<file path="config.mk">
export PLATFORM = sky130hd
export DESIGN_NAME = phy_burst_ctrl
export DESIGN_NICKNAME = d
export VERILOG_FILES = /design/src/rtl/wimax_pkg.sv /design/src/rtl/phy_ctrl_watchdog.sv /design/src/rtl/phy_burst_ctrl.sv
export SDC_FILE = /design/constraint.sdc
export NUM_CORES = 1
export LEC_CHECK = 0
export CORE_MARGIN = 10
export CORE_UTILIZATION = 52
export DETAILED_ROUTE_END_ITERATION = 6
export PLACE_DENSITY = 0.8
export SLEW_MARGIN = 20
export SYNTH_ARGS = -nofsm -noshare
export SYNTH_HDL_FRONTEND = slang
export SYNTH_SLANG_ARGS = --single-unit
</file>
<file path="constraint.sdc">
create_clock -name clk_50 -period 2.85 [get_ports clk_50]
set_input_delay 0.57 -clock clk_50 [delete_from_list [all_inputs] [get_ports clk_50]]
set_output_delay 0.57 -clock clk_50 [all_outputs]
set_load 0.02 [all_outputs]
</file>
<file path="src/rtl/wimax_pkg.sv">
// Shared WiMAX PHY TX definitions: burst controller state encoding and block geometry.
package wimax_pkg;

  localparam int unsigned WIMAX_BLOCK_BITS = 96;
  localparam int unsigned WIMAX_SEED_W     = 15;

  typedef enum logic [2:0] {
    IDLE,
    LOAD,
    STREAM,
    DRAIN,
    DONE
  } phy_ctrl_state_t;

endpackage

</file>
<file path="src/rtl/phy_ctrl_watchdog.sv">
// STREAM stall watchdog: counts cycles without a transfer and raises a sticky error.
// Built into phy_burst_ctrl only when PHY_CTRL_TIMEOUT_EN is defined.
module phy_ctrl_watchdog #(
  parameter int unsigned TIMEOUT_CYCLES = 1024,
  parameter int unsigned CNT_W          = 11
) (
  input  logic clk_i,
  input  logic rst_i,
  input  logic clr_i,
  input  logic active_i,
  input  logic xfer_i,
  output logic expire_o,
  output logic err_o
);

  logic [CNT_W-1:0] cnt_q, cnt_d;
  logic             err_q, err_d;

  always_comb begin
    expire_o = active_i & ~xfer_i & (cnt_q == CNT_W'(TIMEOUT_CYCLES - 1));
    cnt_d    = cnt_q;
    err_d    = err_q;
    if (!active_i || xfer_i || expire_o) cnt_d = '0;
    else                                 cnt_d = cnt_q + CNT_W'(1);
    if (clr_i)         err_d = 1'b0;
    else if (expire_o) err_d = 1'b1;
  end

  always_ff @(posedge clk_i or posedge rst_i) begin
    if (rst_i) begin
      cnt_q <= '0;
      err_q <= 1'b0;
    end else begin
      cnt_q <= cnt_d;
      err_q <= err_d;
    end
  end

  assign err_o = err_q;

endmodule

</file>
<file path="src/rtl/phy_burst_ctrl.sv">
// Burst sequencer at the head of the WiMAX PHY TX chain: reseeds the PRBS per 96-bit block,
// gates the upstream bit source, drains the pipeline and pulses done. Option: PHY_CTRL_TIMEOUT_EN.
module phy_burst_ctrl
  import wimax_pkg::*;
#(
  parameter int unsigned BLOCK_BITS     = WIMAX_BLOCK_BITS,
  parameter int unsigned SEED_W         = WIMAX_SEED_W,
  parameter int unsigned BLK_CNT_W      = 8,
  parameter int unsigned DRAIN_CYCLES   = 400,
  parameter int unsigned TIMEOUT_CYCLES = 1024
) (
  input  logic                 clk_50,
  input  logic                 reset,
  input  logic                 start,
  input  logic [BLK_CNT_W-1:0] num_blocks,
  input  logic [SEED_W-1:0]    seed,
  input  logic                 src_valid,
  input  logic                 src_data,
  output logic                 src_ready,
  output logic                 prbs_load,
  output logic                 prbs_en,
  output logic [SEED_W-1:0]    prbs_seed,
  output logic                 prbs_valid,
  output logic                 prbs_data,
  input  logic                 prbs_ready,
  output logic                 busy,
  output logic                 done,
  output logic [BLK_CNT_W-1:0] blk_cnt,
  output logic                 err_timeout
);

  localparam int unsigned BIT_W   = $clog2(BLOCK_BITS);
  // One width covers both the drain counter and the stall counter.
  localparam int unsigned CNT_MAX = (DRAIN_CYCLES > TIMEOUT_CYCLES) ? DRAIN_CYCLES : TIMEOUT_CYCLES;
  localparam int unsigned CNT_W   = $clog2(CNT_MAX + 1);

  phy_ctrl_state_t       state_q;
  logic [BLK_CNT_W-1:0]  num_blocks_q, blk_cnt_q, blk_cnt_d;
  logic [SEED_W-1:0]     seed_q;
  logic [BIT_W-1:0]      bit_cnt_q;
  logic [CNT_W-1:0]      drain_cnt_q;
  logic                  prbs_load_q, prbs_en_q, busy_q, done_q;
  logic                  streaming, xfer, blk_end, accept, expire;

  assign streaming  = (state_q == STREAM);
  assign src_ready  = streaming & prbs_ready;
  assign prbs_valid = streaming & src_valid;
  assign prbs_data  = streaming & src_data;
  assign xfer       = streaming & src_valid & prbs_ready;
  assign blk_end    = xfer & (bit_cnt_q == BIT_W'(BLOCK_BITS - 1));
  assign blk_cnt_d  = blk_cnt_q + BLK_CNT_W'(1);
  assign accept     = (state_q == IDLE) & start;

`ifdef PHY_CTRL_TIMEOUT_EN
  phy_ctrl_watchdog #(
    .TIMEOUT_CYCLES (TIMEOUT_CYCLES),
    .CNT_W          (CNT_W)
  ) u_watchdog (
    .clk_i    (clk_50),
    .rst_i    (reset),
    .clr_i    (accept),
    .active_i (streaming),
    .xfer_i   (xfer),
    .expire_o (expire),
    .err_o    (err_timeout)
  );
`else
  assign expire      = 1'b0;
  assign err_timeout = 1'b0;
`endif

  always_ff @(posedge clk_50 or posedge reset) begin
    if (reset) begin
      state_q      <= IDLE;
      num_blocks_q <= '0;
      blk_cnt_q    <= '0;
      seed_q       <= '0;
      bit_cnt_q    <= '0;
      drain_cnt_q  <= '0;
      prbs_load_q  <= 1'b0;
      prbs_en_q    <= 1'b0;
      busy_q       <= 1'b0;
      done_q       <= 1'b0;
    end else begin
      prbs_load_q <= 1'b0;
      done_q      <= 1'b0;
      unique case (state_q)
        IDLE: begin
          if (start) begin
            seed_q       <= seed;
            num_blocks_q <= num_blocks;
            blk_cnt_q    <= '0;
            busy_q       <= 1'b1;
            if (num_blocks == '0) begin
              state_q <= DONE;
              done_q  <= 1'b1;
            end else begin
              state_q     <= LOAD;
              prbs_load_q <= 1'b1;
            end
          end
        end
        LOAD: begin
          bit_cnt_q <= '0;
          prbs_en_q <= 1'b1;
          state_q   <= STREAM;
        end
        STREAM: begin
          if (expire) begin
            state_q   <= IDLE;
            prbs_en_q <= 1'b0;
            busy_q    <= 1'b0;
          end else if (blk_end) begin
            bit_cnt_q <= '0;
            blk_cnt_q <= blk_cnt_d;
            prbs_en_q <= 1'b0;
            if (blk_cnt_d == num_blocks_q) begin
              state_q     <= DRAIN;
              drain_cnt_q <= '0;
            end else begin
              state_q     <= LOAD;
              prbs_load_q <= 1'b1;
            end
          end else if (xfer) begin
            bit_cnt_q <= bit_cnt_q + BIT_W'(1);
          end
        end
        DRAIN: begin
          // Counter parks at its terminal value on the exit cycle rather than wrapping.
          if (drain_cnt_q == CNT_W'(DRAIN_CYCLES)) begin
            state_q <= DONE;
            done_q  <= 1'b1;
          end else begin
            drain_cnt_q <= drain_cnt_q + CNT_W'(1);
          end
        end
        DONE: begin
          state_q <= IDLE;
          busy_q  <= 1'b0;
        end
        default: begin
          state_q   <= IDLE;
          prbs_en_q <= 1'b0;
          busy_q    <= 1'b0;
        end
      endcase
    end
  end

  assign prbs_load = prbs_load_q;
  assign prbs_en   = prbs_en_q;
  assign prbs_seed = seed_q;
  assign busy      = busy_q;
  assign done      = done_q;
  assign blk_cnt   = blk_cnt_q;

endmodule

</file>
==> results.cfg <==
[final_layout]
multiInputGateArea_um2 = 1470
finish.net_count = 426
share_of_final_layout_standard_cells_stronger_than_drive_strength_1_pct = 9.39
layout.cells.most_common_list = nand2_1, clkdlybuf4s50_1, dfrtp_1
layout.filler_cells = 447
antenna-diode-count = 0
layout_commonest_cell = nand2_1
seqCellArea_um2 = 1400
area_growth_syn_to_layout_pct = 25.1

[die]
floorplan.die_area_um2 = 9210
die_width_um = 96.0
floorplan.io_pins = 60
floorplan.initialDensity_pct = 54.2
core_um2 = 5540
rows = 27
die_h_um = 96.0

[synthesis]
synthDominantAreaCellType = dfrtp_1
mean_instance_size_in_the_synthesized_netlist_um2 = 8.82
synth-edff-count = 0
ys_warns = 0
synth_cells = 340
synth_top_cells_by_area = dfrtp_1, nand2_1, o21ai_0
synth_seq_area_share_pct = 46.7
syn-num-nets = 373
ys_seq_elements = 56
synth_ff_type = dfrtp_1
ys_async_sr_fraction_pct = 100
netlist_area_um2 = 3000
synth.distinct_cells = 58
synth_top_cell_area_share_pct = 46.7

[placement]
detailedPlacementHpwl_um = 5040
port_buffers = 58
detailedPlace.worstSlack_ns = 0.436
globalplace.congestion = 0.803

[setup_path]
worst_setup_path_startpoint = state_q[2]$_DFFE_PP0P_
cp_max_fo = 10
critPathMaxStageDelay_ns = 0.60
worstRegToRegCells = 7
worst-endpoint-required_ns = 2.28
reg2reg_slack_ns = 0.66
crit-reg2reg-launch = blk_cnt[0]$_DFFE_PP0P_
cp.depth = 3
crit_type = register to output port
startpoint_type = register
worstPathCellList = nor3b_1, and2_1, clkdlybuf4s50_1
path_delay_family = simple AND/OR/NAND/NOR gates
timing.critical_path.slowest_stage_cell = clkdlybuf4s50_1
buffers_inverters_on_critical_path = 1
endpoint_kind = output port
worstPathArrival_ns = 2.12
r2r-end = drain_cnt_q[6]$_DFFE_PP0P_
capturing_element_of_the_worst_setup_path = prbs_data

[clocking]
cts.reportedPaths.clkPinSlew_ns = 0.09
tritoncts_clock_tree = built
cts_root_buf = clkbuf_8
holdBufCountCts = 0
cts_repair_resize_count = 0
worst_skew_pair.late_latency_ns = 0.30
htree_num_levels = 2
cts_buffers = 5
cts_max_path_buffers = 2
cts_post_setup_buffers_inserted = 0
numClockSinks = 56

[global_route]
grt_first_pass_wirelength_um = 11900
overflow = 0
grt_util_all_layers_pct = 16.0
pin_count_of_the_biggest_net_entering_global_routing = 30
via_count_of_the_first_global_routing_pass = 2458
antenna_violations_before_repair = 0

[job]
maxCapViolCount = 0

[route]
number_of_violations_reported_at_the_end_of_detailed_routing_iteration_0 = 221
routed_wl_um = 6860
average_wire_length_per_cell_after_detail_routing_um = 14.7
detailedRoute.firstPassIterationCount = 4
remaining_drc_errors = 0
post_drt_via_cell_ratio = 5.38
dr_total_vias = 2508
detail-route-antenna-nets = 0

[power]
pwr_density_cell_nw_per_um2 = 776
fin_total_pwr_mw = 2.91
leakagePower_nw = 1.66
peakVddDrop_v = 0.000541

[run_status]
run_status = finished clean

[timing]
finClkSkew_ns = 0.00688
final_hold_viol_count = 0
period_minus_slack_ns = 2.69
worstMarginPinSlew_ns = 0.614
finalMaxSlewViolations = 0
max_freq_ghz = 0.371
rsz0062_at_grt = false
period_share_pct = 94.5
report.final.setup_viol = 0
timing.slew.headroom_pct = 59.0
final_critical_path_setup_slack_ns = 0.155
finalSetupTns_ns = 0

[hold_path]
holdCritPathClass = register to register
-- area by class of cell --
type / count / share of cell area (%)
clock buffers: 7 / 2.57
clock inverters: 1 / 0.800
inverters: 6 / 0.600
multi-input cells: 259 / 39.1
flip-flops and latches: 56 / 37.3
well taps: 72 / 2.40
repair buffers: 65 / 17.2
-- power by group --
part	leakage [nW]	internal [mW]	switching (mW)
clock network	0.0645	0.310	0.252
logic	0.889	0.516	0.572
registers	0.710	1.04	0.225
total	1.66	1.86	1.05
-- how the worst min path moves through the flow --
stage	slack, ns	from	depth (start not counted)	to
2_1_floorplan	0.47	num_blocks_q[4]$_DFFE_PP0P_	2	num_blocks_q[4]$_DFFE_PP0P_
3_3_place_gp	0.46	prbs_seed[5]$_DFFE_PP0P_	2	prbs_seed[5]$_DFFE_PP0P_
3_5_place_dp	0.46	prbs_seed[5]$_DFFE_PP0P_	2	prbs_seed[5]$_DFFE_PP0P_
4_1_cts	0.48	prbs_seed[5]$_DFFE_PP0P_	2	prbs_seed[5]$_DFFE_PP0P_
5_1_grt	0.52	prbs_seed[5]$_DFFE_PP0P_	2	prbs_seed[5]$_DFFE_PP0P_
6_report	0.48	prbs_seed[5]$_DFFE_PP0P_	2	prbs_seed[5]$_DFFE_PP0P_
-- worst reg2reg max path, stage by stage, from the launching register on --
cell	delay, ns
dfrtp_1	0.46
ha_1	0.32
o21ba_2	0.24
a221oi_1	0.34
o221ai_1	0.18
nor3_1	0.19
buf_4	0.25
o21ai_0	0.11
-- sequential cells by signal, summed over array words and instances, names as in the netlist --
| signal | count |
|---|---|
| prbs_seed | 15 |
| prbs_load | 1 |
| blk_cnt | 8 |
| bit_cnt_q | 7 |
| prbs_en | 1 |
| drain_cnt_q | 11 |
| busy | 1 |
| num_blocks_q | 8 |
| done | 1 |
| state_q | 3 |
-- synthesized netlist by cell type (all sizes together) (2+ instances only) --
cell    number
or2          2
or3          5
nand3       12
clkbuf       9
nor4         5
nor4b        2
nand4b       2
nor3         5
a31oi        4
o22ai        4
mux2i        3
a21oi        3
and2         7
dfrtp       56
nand3b       2
nand2b       2
ha           4
o21ai       31
xnor2        8
inv          6
nand4        3
nand2      104
nor3b        2
or4          2
nor2        17
buf         10
and3         6
o31ai        4
xor2         4
-- metrics by stage --
stage / instances / util, % / instance area (um^2) / hold slack, ns
floorplan: 340 / - / 3000 / 0.465
global placement: 458 / 65.4 / 3630 / 0.456
detailed placement: 458 / 65.4 / 3630 / 0.461
CTS: 466 / 67.7 / 3750 / 0.484
global route: 466 / 67.7 / 3750 / 0.517
finish: 466 / 67.7 / 3750 / 0.481
-- routing by layer --
metal  track usage (%)  routed length (um)  vias up
li1                  -                   -     1258
met1              20.2                3060     1153
met2              23.9                2970       91
met3              7.39                 772        6
met4              4.91                  61        0
met5                 0                   0        -
-- logic make-up after synthesis --
family	Yosys count	synth area share, %
buffers and inverters	25	4.71
xor gates and xnor gates	12	3.50
AOI/OAI and AO/OA	57	12.5
muxes	3	1.00
DFF	56	46.7
other	1	0.125
and+or+nand+nor	182	29.8
adders and majority gates	4	1.67
Note: power is estimated with default switching activity, not from simulation.
